==> config.mk <==
export PLATFORM = sky130hd
export DESIGN_NAME = fetch_sequencer
export DESIGN_NICKNAME = d
export VERILOG_FILES = /design/src/rtl/fetch_pkg.sv /design/src/rtl/fetch_queue.sv /design/src/rtl/fetch_sequencer.sv
export SDC_FILE = /design/constraint.sdc
export NUM_CORES = 1
export LEC_CHECK = 0
export ABC_AREA = 1
export CORE_MARGIN = 3
export CORE_UTILIZATION = 45
export DETAILED_ROUTE_END_ITERATION = 6
export GPL_ROUTABILITY_DRIVEN = 0
export PLACE_DENSITY = 0.67
export SETUP_SLACK_MARGIN = 0.1
export SYNTH_ARGS = -nofsm -noshare
export SYNTH_HDL_FRONTEND = slang
export SYNTH_HIERARCHICAL = 1
export SYNTH_SLANG_ARGS = --single-unit
==> constraint.sdc <==
create_clock -name clk -period 14 [get_ports clk]
set_clock_uncertainty 0.05 [all_clocks]
set_input_delay 2.8 -clock clk [delete_from_list [all_inputs] [get_ports clk]]
set_output_delay 2.8 -clock clk [all_outputs]
set_load 0.005 [all_outputs]
==> src/rtl/fetch_pkg.sv <==
// Shared types for the fetch front end: FSM states, fetch-queue entry layout, PC adder.
// Latency: n/a (types and a combinational helper only).
// Backpressure: n/a.
package fetch_pkg;

    localparam int unsigned ENTRY_W       = 160;
    localparam logic [31:0] HALT_INST_DEF = 32'h0000_0073;

    typedef enum logic [1:0] {
        ST_BOOT  = 2'd0,
        ST_RUN   = 2'd1,
        ST_HALT  = 2'd2,
        ST_FAULT = 2'd3
    } fetch_state_t;

    typedef struct packed {
        logic [63:0] pc;
        logic [31:0] inst;
        logic [63:0] pc4;
    } fq_entry_t;

    // Shared sequential-PC adder; wraps modulo 2^64.
    function automatic logic [63:0] pc_add4(input logic [63:0] pc);
        return pc + 64'd4;
    endfunction

endpackage

==> src/rtl/fetch_queue.sv <==
// Generic synchronous FIFO with flush; head is read combinationally from storage.
// Latency: a push is visible at the head the cycle after it is written.
// Backpressure: a push while full is accepted only together with a pop; flush wins over both.
module fetch_queue #(
    parameter int unsigned DEPTH = 2,
    parameter int unsigned WIDTH = 160
) (
    input  logic                     clk,
    input  logic                     rst,
    input  logic                     flush,
    input  logic                     push,
    input  logic                     pop,
    input  logic [WIDTH-1:0]         wdata,
    output logic [WIDTH-1:0]         rdata,
    output logic                     full,
    output logic                     empty,
    output logic [$clog2(DEPTH):0]   count
);

    localparam int unsigned AW = $clog2(DEPTH);

    logic [WIDTH-1:0] mem [DEPTH];
    logic [AW-1:0]    wr_ptr;
    logic [AW-1:0]    rd_ptr;
    logic [AW:0]      cnt;
    logic             do_push;
    logic             do_pop;

    assign full    = (cnt == (AW+1)'(DEPTH));
    assign empty   = (cnt == '0);
    assign count   = cnt;
    assign rdata   = mem[rd_ptr];
    assign do_pop  = pop && !empty && !flush;
    assign do_push = push && !flush && (!full || do_pop);

    always_ff @(posedge clk) begin
        if (rst || flush) begin
            wr_ptr <= '0;
            rd_ptr <= '0;
            cnt    <= '0;
        end else begin
            if (do_push) wr_ptr <= wr_ptr + 1'b1;
            if (do_pop)  rd_ptr <= rd_ptr + 1'b1;
            case ({do_push, do_pop})
                2'b10:   cnt <= cnt + 1'b1;
                2'b01:   cnt <= cnt - 1'b1;
                default: cnt <= cnt;
            endcase
        end
    end

    // Storage carries no reset; validity is tracked entirely by the pointers.
    always_ff @(posedge clk) begin
        if (do_push) mem[wr_ptr] <= wdata;
    end

endmodule

==> src/rtl/fetch_sequencer.sv <==
// Fetch control: owns the PC, drives imem, handles redirect/halt/fault, queues fetched words.
// Latency: one cycle from fetch to dec_valid; one instruction per cycle with dec_ready held.
// Backpressure: fetch stalls while the queue is full and decode is not taking the head.
module fetch_sequencer
    import fetch_pkg::*;
#(
    parameter logic [63:0] RESET_PC   = 64'h0,
    parameter logic [63:0] IMEM_BYTES = 64'd64,
    parameter logic [31:0] HALT_INST  = HALT_INST_DEF,
    parameter int unsigned FQ_DEPTH   = 2
) (
    input  logic        clk,
    input  logic        rst,
    output logic [63:0] imem_addr,
    input  logic [31:0] imem_inst,
    input  logic        redirect_valid,
    input  logic [63:0] redirect_target,
    output logic        dec_valid,
    input  logic        dec_ready,
    output logic [63:0] dec_pc,
    output logic [31:0] dec_inst,
    output logic [63:0] dec_pc4,
    output logic        halted,
    output logic        fault
);

    localparam int unsigned CW = $clog2(FQ_DEPTH) + 1;

    fetch_state_t       state;
    logic [63:0]        pc;
    logic [63:0]        pc4;
    logic               redirect_take;
    logic               pop;
    logic               space;
    logic               bad_pc;
    logic               fetch_en;
    logic               push;
    logic               q_full;
    logic               q_empty;
    logic [CW-1:0]      q_count;
    logic [ENTRY_W-1:0] q_rdata;
    fq_entry_t          wr_entry;
    fq_entry_t          head;

    assign pc4           = pc_add4(pc);
    assign imem_addr     = pc;
    assign redirect_take = redirect_valid && (state != ST_BOOT);
    assign pop           = dec_valid && dec_ready;
    assign space         = (q_count < CW'(FQ_DEPTH)) || (q_full && pop);
    assign bad_pc        = (pc >= IMEM_BYTES) || (pc[1:0] != 2'b00);
    assign fetch_en      = (state == ST_RUN) && !redirect_take && space;
    assign push          = fetch_en && !bad_pc;

    assign wr_entry = '{pc: pc, inst: imem_inst, pc4: pc4};
    assign head     = fq_entry_t'(q_rdata);

    fetch_queue #(
        .DEPTH (FQ_DEPTH),
        .WIDTH (ENTRY_W)
    ) u_queue (
        .clk   (clk),
        .rst   (rst),
        .flush (redirect_take),
        .push  (push),
        .pop   (pop),
        .wdata (wr_entry),
        .rdata (q_rdata),
        .full  (q_full),
        .empty (q_empty),
        .count (q_count)
    );

    // Outputs read as zero when the queue is empty so decode never sees stale storage.
    assign dec_valid = !q_empty;
    assign dec_pc    = q_empty ? 64'h0 : head.pc;
    assign dec_inst  = q_empty ? 32'h0 : head.inst;
    assign dec_pc4   = q_empty ? 64'h0 : head.pc4;

    always_ff @(posedge clk) begin
        if (rst) begin
            state  <= ST_BOOT;
            pc     <= RESET_PC;
            halted <= 1'b0;
            fault  <= 1'b0;
        end else if (redirect_take) begin
            // Fault stays sticky; a bad target is caught by the next fetch check.
            state  <= ST_RUN;
            pc     <= redirect_target;
            halted <= 1'b0;
        end else begin
            case (state)
                ST_BOOT: state <= ST_RUN;
                ST_RUN: begin
                    if (fetch_en) begin
                        if (bad_pc) begin
                            fault <= 1'b1;
                            state <= ST_FAULT;
                        end else begin
                            pc <= pc4;
                            if (imem_inst == HALT_INST) begin
                                state  <= ST_HALT;
                                halted <= 1'b1;
                            end
                        end
                    end
                end
                default: state <= state;
            endcase
        end
    end

endmodule

Word-level counts from Yosys, hierarchy flattened
Memories as Yosys holds them, arrays and structs flattened. A register that Yosys moved wholly into a read port is not among the register bits. Cells that the tools add are included.

Flip-flop bits (word level): 72. Bits in writable memories: 320. Output and inout port bits: 227. Logic and storage cells: 78. Memories kept: 1.

Memories: u_queue.mem (words 2, width 160, read ports 1, clocked after memory_dff 1, wr ports 1, line fetch_queue.sv:22) `logic [WIDTH-1:0] mem [DEPTH];`.

Add/sub/neg operators: 5. Magnitude comparators: 2. Equality and inequality tests: 10. Mux-type cells: 17. Bitwise operators: 2. Reductions and logical operators: 33.

Operators with widths (number): 64-bit two-way mux (6); 64-bit by 3-bit adder with 64-bit output, second input constant (1); 64-bit by 7-bit >= comparator with 1-bit output, second input constant (1); 32-bit by 7-bit equality test with 1-bit output, second input constant (1); 32-bit two-way mux (1); 2-bit nonzero test (6); 1-bit logical AND (10); 3-bit AND reduction (3); 2-bit one-hot mux with 2 select lines (2); 4-bit AND reduction (2); 2-bit two-way mux (3); 3-bit by 2-bit != test with 1-bit output, second input constant (2); 1-bit two-way mux (5); 2-bit by 1-bit equality test with 1-bit output, second input constant (2); 2-bit equality test, second input constant (2); 1-bit logical NOT (4); 2-bit logical NOT (2); 1-bit logical OR (4); 4-bit by 2-bit != test with 1-bit output, second input constant (1); 3-bit nonzero test (1); 1-bit adder, second input constant (2); 2-bit by 1-bit adder with 2-bit output, second input constant (1); 2-bit < comparator, second input constant (1); 2-bit by 1-bit != test with 1-bit output, second input constant (1); 4 further kinds (5).

Logic depth before layout (Yosys ltp)
Gate-level depths: netlist of the first run.

Word-level depth: 11. Gate-level depth with buffers: 19.

Modules after synthesis
Netlist of the first run, hierarchy kept.

Modules (own cells, without submodules): fetch_queue (times used 1, cells an instance 538, area an instance 12195.4 sq um, seq. area each 9709.3 sq um); fetch_sequencer (times used 1, cells an instance 1120, area an instance 6206.0 sq um, seq. area each 1361.3 sq um).

Least setup slack after synthesis of the first run
Ideal clock, no wire load.

Path kind: in2reg. Start point: in dec_ready. End point: mem u_queue.mem[1][0], enable pin. Setup time: 0.684 ns. Arrival time: 10.412 ns. Data required time: 13.266 ns. Slack: 2.854 ns. Stages on the path: 11. Cells stage by stage: nand3_1 > nand2_1 > inv_1 > nor3_2 > nand3_1 > buf_2 > inv_2 > inv_1 > nor2_1 > o21ai_0 > nor2_1.

Cells in the longest elaborated chain, start to end: 9. Elaborated cells between the ends (all ways): 12.

Ends and longest elaborated chain: start: declaration (line fetch_sequencer.sv:19) `input logic dec_ready,`; 1-bit logical AND (line fetch_sequencer.sv:48) `assign pop = dec_valid && dec_ready;`; 1-bit logical AND (line fetch_sequencer.sv:49) `assign space = (q_count < CW'(FQ_DEPTH)) || (q_full && pop);`; 1-bit logical OR (line fetch_sequencer.sv:49); 1-bit logical AND (line fetch_sequencer.sv:51) `assign fetch_en = (state == ST_RUN) && !redirect_take && space;`; 1-bit logical AND (line fetch_sequencer.sv:52) `assign push = fetch_en && !bad_pc;`; net push (line fetch_sequencer.sv:37) `logic push;`; 1-bit logical AND (2 in a row) (line fetch_queue.sv:34) `assign do_push = push && !flush && (!full || do_pop);`; 1-bit two-way mux (line fetch_queue.sv:54) `if (do_push) mem[wr_ptr] <= wdata;`; 1-bit two-way mux (not written as such) (line fetch_queue.sv:54); end: declaration (line fetch_queue.sv:22).

The timed path passes the listed nets, and every way through them passes these cells.

==> run_results.csv, run 1 <==
group,metric,value,unit
min_path,min_from,"u_queue/rd_ptr",
synth,syn_area,0.01840,mm2
pwr,power.total,2.549,mW
synth,syn_nets,1760,
cts,cts_tree,"yes",
placement,dpl-instance-area,0.02207,mm2
synth,synth_enable_flop_cells,320,
final_layout,finalNetCount,2071,
critical_path,slowest_stage,"buf_4",
cts,cts_max_path_buffers,3,
cts,cts_root_buffer,"clkbuf_16",
timing,finalCritPeriodShare,50.95,%
synth,ys.flop_type,"edfxtp_1",
synth,yosysMostFrequentCell,"edfxtp_1",
pwr,peakVddDrop,0.00006088,V
die,die_area,0.04335,mm2
cts,cts_made_buffers,41,
synth,syn_inst,1658,
pwr,leakage,9.124,nW
final_layout,fin_area,0.02346,mm2
cts,post-cts-setup-buffers,0,
die,chipWidth,208.2,um
critical_path,cpPeakStageDelay,930,ps
routing,drc,0,
timing,slew_headroom,22.51,%
timing,tightest_slew,1162,ps
timing,setup_viol,0,
synth,synth_warnings,6,
placement,place.port_buffers,326,
placement,dp_slack,6514,ps
routing,wl_per_cell,18.72,um
routing,ant_nets,0,
global_route,grt-ovfl-total,0,
die,io_pins,327,
global_route,antenna_found_initial,1,
routing,vias,12690,
cts,htree_levels,2,
cts,cts_resized,0,
critical_path,critPathRequiredTime,11150,ps
final_layout,area_growth,27.47,%
cts,clock_latency,530,ps
routing,vias_per_cell,5.022,
die,start_util,45.89,%
global_route,grt_pass1_wl,73180,um
synth,synth.avg_cell_area,11.10,um2
synth,synth_common_cells,"320 x edfxtp_1, 307 x nor2_1, 268 x inv_1, 171 x nand2_1, 100 x mux2_4",
timing,setup_ws,6867,ps
job,drv_cap,0,
cts,clk_pin_slew,60,ps
min_path,hold_class,"register to register",
run_status,status,"finished clean",
timing,fmax,140.2,MHz
synth,synth_top_area_share,52.22,%
critical_path,criticalPathCategory,"register to output pin",
critical_path,cp-start-kind,"register",
synth,async_reset_ff_share,0,%
routing,drt_iter0_markers,846,
synth,ys_seq_elements,393,
synth,ys_seq_area_share,60.16,%
synth,synth.top_cells.by_area,"edfxtp_1 52%, mux2_4 8.2%, dfxtp_1 7.9%",
synth,yosysTopAreaCell,"edfxtp_1",
pwr,cellPowerDensity,108.7,mW/mm2
critical_path,endpoint_kind,"output pin",
die,core.rowCount,73,
global_route,grt_pass1_vias,12830,
die,core_area,0.04010,mm2
critical_path,worst-path-max-fanout,65,
cts,hold_buffers,0,
final_layout,num_antenna_cells,0,
timing,drv_slew,0,
final_layout,drive_above_1_share,14.54,%
timing,grt_setup_unrepaired,"no",
global_route,grt_max_degree,83,
final_layout,fin_cells,2527,
synth,synthDistinctLibCells,35,
die,dieHeight,208.2,um
timing,fin_crit,7133,ps
placement,dp_hpwl,32500,um
cts,cts_num_sinks,393,
timing,hold_violations,0,
timing,fin_setup_tns,0,ps
critical_path,crit_chain,"buf_4, buf_4, mux2_2, inv_1, nor2_1, clkdlybuf4s50_1",
critical_path,rr_startpoint,"u_queue/count[1]",
critical_path,crit_path_frequent_cell,"buf_4",
global_route,grtUsageTotal,21.32,%
routing,routed_wl,47300,um
placement,place_inst,2451,
critical_path,arrival,4280,ps
routing,dr.pass1.iters,6,
==> layout by cell type, fill, tap and decap left out, types with 8 or more instances in the layout <==
master	count
clkbuf_1	10
xor2_1	42
a21oi_1	29
nand3_1	49
dfxtp_1	72
buf_4	13
nand2_1	171
o2111ai_1	39
nor3_1	21
inv_1	266
nand4_1	19
mux2_2	60
clkdlybuf4s50_1	326
xnor2_1	17
clkinv_2	8
nor2_1	304
or2_1	10
or2_2	29
edfxtp_1	320
clkbuf_16	45
mux2_4	100
==> metal layers <==
layer | up-vias | GRT usage, % | part of all wire [%] | wire length [um]
met2 | 475 | 35.42 | 48 | 22560
met3 | 71 | 5.021 | 7.4 | 3507
met1 | 6039 | 28.10 | 42 | 20080
met5 | - | 0 | 0.042 | 20
li1 | 6103 | - | - | -
met4 | 2 | 6.092 | 2.4 | 1137
==> stage by stage <==
step | util (%) | hold WS, ps
2_1_floorplan | - | 397.4
3_3_place_gp | 55.04 | 401.2
3_5_place_dp | 55.04 | 410.8
4_1_cts | 58.50 | 420.4
5_1_grt | 58.50 | 463.9
6_report | 58.50 | 419.5
==> worst max-delay path, delay by kind of cell (launching register included) <==
family / cells / cell delay (ps)
muxes: 1 / 300
DFF: 1 / 810
buffers and inverters: 4 / 2400
and+or+nand+nor: 1 / 180
==> kinds of logic after synthesis <==
logic type / Yosys count / synth area share (%)
AND/OR/NAND/NOR: 628 / 14.63
AO/OA/AOI/OAI: 74 / 2.808
flip-flops: 393 / 60.16
multiplexers: 160 / 11.83
adder cells (fa/ha/maj): 2 / 0.1360
buffers and inverters: 342 / 7.629
XOR/XNOR: 59 / 2.808
==> layout make-up <==
cell class / count / area, um2
timing repair buffer: 339 / 3361
sequential: 393 / 11070
multi-input combinational: 923 / 5954
inverter: 271 / 1022
tap: 525 / 656.9
clock buffer: 62 / 1260
clock inverter: 14 / 127.6
fill: 3293 / 16640
==> power by group <==
group | leakage (nW) | total [mW] | internal [mW] | switching (mW)
Combinational | 4.96 | 0.134 | 0.0736 | 0.0608
Sequential | 3.48 | 1.32 | 1.28 | 0.0397
Clock | 0.683 | 1.09 | 0.660 | 0.434
Total | 9.12 | 2.55 | 2.01 | 0.535
==> registers in the layout, summed over array words and instances (netlist names), named ones only <==
name,flops
u_queue/mem,320
imem_addr,64
state,2
u_queue/count,2
fault,1
halted,1
u_queue/rd_ptr,1
u_queue/wr_ptr,1
==> path summary, 6_finish.rpt <==
check | slack (ps) | cells after the start | to
max | 6870 | 6 | dec_pc4[33]
min | 420 | 2 | register
max reg2reg | 8820 | 16 | u_queue/mem[1][103]
min reg2reg | 420 | 2 | register
No activity file was read; power rests on OpenSTA's default activity.
==> run 2: changes to the inputs <==
--- a/config.mk
+++ b/config.mk
@@ -10,7 +10,7 @@
 export CORE_UTILIZATION = 45
 export DETAILED_ROUTE_END_ITERATION = 6
 export GPL_ROUTABILITY_DRIVEN = 0
-export PLACE_DENSITY = 0.67
+export PLACE_DENSITY = 0.7
 export SETUP_SLACK_MARGIN = 0.1
 export SYNTH_ARGS = -nofsm -noshare
 export SYNTH_HDL_FRONTEND = slang
==> constraint.sdc (replaced) <==
create_clock -name clk -period 6 [get_ports clk]
set_clock_uncertainty 0.05 [all_clocks]
set_input_delay 1.2 -clock clk [delete_from_list [all_inputs] [get_ports clk]]
set_output_delay 1.2 -clock clk [all_outputs]
set_load 0.005 [all_outputs]
==> run 2 against run 1 <==
Net effect: flip-flop and latch count stayed put; register-to-register slack got worse by 6300 ps; core utilization increased by 0.19 points; cell count unchanged; clock-buffer cell count is 7 lower; power up 140%; worst setup slack worse by 5200 ps; sequential share of layout area down 0.16 points; highest routed layer unchanged; final area grew 0.33%.
==> run_results.csv, run 2 (same netlist as run 1, synthesis figures left out) <==
group,metric,value,unit
critical_path,cp-endpoint,"dec_pc4[23]",
final_layout,fillers,3336,
timing,setup_viol,0,
critical_path,critPathRequiredTime,4750,ps
critical_path,cpPeakStageDelay,1090,ps
global_route,grtUsageTotal,21.01,%
placement,dpl-instance-area,0.02212,mm2
timing,finalCritPeriodShare,71.67,%
global_route,antenna_found_initial,1,
critical_path,crit_chain,"buf_12, mux2_2, inv_1, nor2_1, clkdlybuf4s50_1",
routing,wl_per_cell,18.40,um
pwr,power.total,6.010,mW
pwr,switching_power,1.276,mW
cts,cts_num_sinks,393,
routing,dr.pass1.iters,5,
routing,ant_nets,0,
global_route,grt_pass1_wl,72260,um
final_layout,layout_commonest_cell,"clkdlybuf4s50_1",
critical_path,reg2reg_depth,15,
global_route,grt_pass1_vias,12737,
critical_path,cp-start-kind,"register",
die,io_pins,327,
pwr,cellPowerDensity,255.4,mW/mm2
final_layout,area_growth,27.89,%
die,core_area,0.04010,mm2
cts,clk_pin_slew,60,ps
timing,fin_crit,4300,ps
global_route,grt-ovfl-total,0,
final_layout,largest_register_ffs,320,
routing,drc,0,
critical_path,slowest_stage,"dfxtp_4",
die,dieHeight,208.2,um
critical_path,criticalPathCategory,"register to output pin",
pwr,internal_power,4.734,mW
final_layout,num_antenna_cells,0,
final_layout,largest_register,"u_queue/mem",
pwr,sw_frac_of_total,21.22,%
placement,dp_slack,1999,ps
critical_path,endpoint_kind,"output pin",
global_route,gr-usage-met2,34.52,%
pwr,power_frac_comb,5.3,%
min_path,hold_class,"register to register",
timing,hold-worst-slack,430.0,ps
routing,drt_iter0_markers,893,
critical_path,reg2reg_to,"u_queue/mem[0][98]",
timing,drv_slew,0,
cts,cts_tree,"yes",
cts,cts_root_buffer,"clkbuf_16",
critical_path,arrival,3050,ps
final_layout,fin_cells,2527,
run_status,status,"finished clean",
final_layout,mostFrequentLayoutCells,"326 x clkdlybuf4s50_1, 320 x edfxtp_1, 304 x nor2_1, 266 x inv_1, 171 x nand2_1",
cts,cts_made_buffers,42,
critical_path,rr_startpoint,"u_queue/count[1]",
die,die_area,0.04335,mm2
global_route,grt_max_degree,126,
cts,clock_latency,540,ps
cts,cts_max_path_buffers,3,
global_route,use_met1,27.98,%
cts,htree_levels,2,
timing,slew_headroom,26.56,%
timing,setup_ws,1700,ps
timing,tightest_slew,1102,ps
pwr,leakage,9.156,nW
global_route,grt-busiest-layer,"met2",
routing,vias_per_cell,5.051,
pwr,p_clk_share,43.5,%
final_layout,finalNetCount,2072,
job,drv_cap,0,
die,start_util,45.89,%
final_layout,fin_area,0.02353,mm2
cts,cts_resized,0,
final_layout,drive_above_1_share,14.74,%
routing,routed_wl,46510,um
critical_path,reg2reg_slack,2530,ps
timing,grt_setup_unrepaired,"no",
placement,place.port_buffers,326,
timing,hold_violations,0,
die,core.rowCount,73,
critical_path,worst-path-max-fanout,60,
die,chipWidth,208.2,um
placement,place_inst,2451,
cts,hold_buffers,0,
timing,fmax,232.6,MHz
global_route,grt_util_met3,4.433,%
routing,vias,12765,
placement,dp_hpwl,31900,um
cts,post-cts-setup-buffers,0,
min_path,min_delay_path_depth,2,
pwr,pwr-share-seq,51.2,%
pwr,peakVddDrop,0.0001846,V
-- run 2: critical path: cells and delay by family (launching register included) --
kind	cells	cell delay [ps]
and+or+nand+nor	1	60
DFF	1	1090
buffers and inverters	3	970
muxes	1	370
-- run 2: worst min-delay path by stage --
stage	from	endpoint	slack, ps
after floorplan	u_queue/rd_ptr	register	400
after global placement	u_queue/rd_ptr	register	390
after detailed placement	fault	fault	420
after CTS	halted	halted	440
after global routing	u_queue/rd_ptr	register	460
final	u_queue/rd_ptr	register	430
-- run 2: through the flow --
step,TNS (ps),utilization (%)
after floorplan,-275320,-
after global placement,0,55.16
after detailed placement,0,55.16
after CTS,0,58.69
after global routing,0,58.69
final,0,58.69
-- run 2: power groups by stage --
stage          registers, mW  clock network, mW  logic, mW
2_1_floorplan           3.10                  0      0.141
3_5_place_dp            3.14                  0      0.315
6_report                3.08               2.62      0.316
3_3_place_gp            3.13                  0      0.307
5_1_grt                 3.09               2.78      0.346
4_1_cts                 3.08               2.67      0.318
-- run 2: final cells by class --
class	instances	area [um2]	area share, %
clock buffers	55	1191	5.061
clock inverters	21	224.0	0.9517
inverters	271	1022	4.344
multi-input cells	923	5954	25.30
flip-flops and latches	393	11070	47.06
well taps	525	656.9	2.791
repair buffers	339	3411	14.49
-- run 2: routing by layer --
metal / up-vias / wire length [um]
met5: - / 13
met2: 468 / 21920
li1: 6091 / -
met1: 6118 / 19900
met4: 2 / 1428
met3: 86 / 3244
==> run 3: changes to the inputs <==
==> constraint.sdc (replaced) <==
create_clock -name clk -period 3.85 [get_ports clk]
set_clock_uncertainty 0.05 [all_clocks]
set_input_delay 0.77 -clock clk [delete_from_list [all_inputs] [get_ports clk]]
set_output_delay 0.77 -clock clk [all_outputs]
set_load 0.005 [all_outputs]
==> run 3 against run 2 <==
Net effect: the run now ends with design-rule violations left; critical path depth increased by 1; global-route usage is essentially flat; via count increased by 0.56%; clock power grew 53%; core utilization rose by 0.40 points; sequential share of layout area is 0.32 points lower; first-iteration DRC count increased by 18%; clock-buffer cell count grew 4; sequential power is 56% higher; wire length grew 0.48%; largest power group unchanged.
==> run_results.csv, run 3 (same netlist as run 1, synthesis figures left out) <==
group,metric,value,unit
run_status,status,"complete, but fails checks",
run_status,violations,"design-rule violations",
routing,routed_wl,46730,um
cts,cts_num_sinks,393,
cts,cts_made_buffers,42,
critical_path,critPathRequiredTime,3030,ps
die,io_pins,327,
critical_path,cpPeakStageDelay,620,ps
timing,drv_slew,0,
cts,post-cts-setup-buffers,0,
timing,setup_ws,325.6,ps
die,die_area,0.04335,mm2
critical_path,crit_family,"buffers and inverters",
final_layout,fin_util,59.09,%
cts,hold_buffers,0,
global_route,grt_max_degree,93,
die,core_area,0.04010,mm2
placement,place.port_buffers,326,
placement,dp_slack,554.8,ps
final_layout,fin_cells,2541,
routing,wl_per_cell,18.39,um
global_route,grt_pass1_vias,12725,
global_route,grtUsageTotal,20.97,%
cts,cts_root_buffer,"clkbuf_16",
pwr,peakVddDrop,0.0003027,V
global_route,antenna_found_initial,0,
pwr,leakage,9.225,nW
final_layout,finalNetCount,2084,
critical_path,crit_chain,"buf_12, buf_4, mux2_4, inv_1, nor2_1, clkdlybuf4s50_1",
cts,cts_max_path_buffers,3,
pwr,power.total,9.323,mW
final_layout,area_growth,28.77,%
timing,fin_setup_tns,0,ps
final_layout,num_antenna_cells,0,
routing,drt_iter0_markers,1055,
final_layout,multiInputGateArea,0.005978,mm2
critical_path,slowest_stage,"dfxtp_4",
final_layout,largest_register_ffs,320,
placement,place_inst,2463,
critical_path,cp-start-kind,"register",
timing,hold_violations,0,
timing,fin_crit,3524,ps
final_layout,mostFrequentLayoutCells,"326 x clkdlybuf4s50_1, 320 x edfxtp_1, 303 x nor2_1, 265 x inv_1, 171 x nand2_1",
final_layout,drive_above_1_share,15.23,%
timing,slew_headroom,48.79,%
cts,cts_tree,"yes",
pwr,cellPowerDensity,393.5,mW/mm2
die,chipWidth,208.2,um
timing,finalCritPeriodShare,91.54,%
placement,dp_hpwl,32930,um
routing,vias,12836,
job,drv_cap,0,
cts,htree_levels,2,
global_route,grt-ovfl-total,0,
timing,tightest_slew,768.1,ps
critical_path,criticalPathCategory,"register to output pin",
timing,fmax,283.7,MHz
timing,setup_viol,0,
die,dieHeight,208.2,um
critical_path,arrival,2700,ps
final_layout,fillers,3300,
die,start_util,45.89,%
routing,drc,4,
critical_path,cp_num_buf_inv,4,
final_layout,layout_commonest_cell,"clkdlybuf4s50_1",
routing,ant_nets,0,
min_path,hold_class,"register to register",
die,core.rowCount,73,
final_layout,largest_register,"u_queue/mem",
final_layout,regArea,0.01107,mm2
cts,clk_pin_slew,60,ps
cts,cts_resized,0,
timing,grt_setup_unrepaired,"no",
critical_path,reg2reg_slack,840,ps
routing,vias_per_cell,5.052,
global_route,grt_pass1_wl,72330,um
routing,dr.pass1.iters,7,
critical_path,endpoint_kind,"output pin",
critical_path,worst-path-max-fanout,44,
cts,clock_latency,530,ps
==> run 3: area by class of cell <==
cell class | instances | share of cell area [%]
flip-flops and latches | 393 | 46.74
repair buffers | 351 | 14.93
multi-input cells | 923 | 25.23
clock inverters | 19 | 0.7076
clock buffers | 59 | 5.270
well taps | 525 | 2.772
inverters | 271 | 4.351
==> run 3: worst paths after layout <==
kind / startpoint / to / cells past startpoint
setup reg to reg: u_queue/count[1] / u_queue/mem[1][43] / 15
hold / removal: halted / halted / 2
setup / recovery: register / dec_pc[28] / 6
hold reg to reg: halted / halted / 2
==> run 3: worst register-to-register path, delay by kind of cell, from the launching register on <==
| kind | cells | cell delay [ps] |
|---|---|---|
| AOI/OAI and AO/OA | 1 | 100 |
| and+or+nand+nor | 7 | 840 |
| DFF | 1 | 410 |
| buffers and inverters | 7 | 1160 |
==> run 3: power by group <==
part	internal [mW]	switching (mW)	leakage, nW
registers	4.66	0.131	3.48
clock network	2.46	1.56	0.697
logic	0.275	0.237	5.05
total	7.39	1.93	9.23
==> run 3: routing by layer <==
layer / GRT usage, % / routed length (um)
met1: 28.77 / 20400
met2: 34.66 / 21990
met3: 4.222 / 3306
met4: 4.836 / 1037
met5: 0 / 0
==> run 3: through the flow <==
step	hold slack [ps]	cell area [um2]
4_1_cts	439.5	23690
3_3_place_gp	395.5	22270
6_report	442.9	23700
3_5_place_dp	423.1	22270
2_1_floorplan	397.4	18450
5_1_grt	460.8	23700
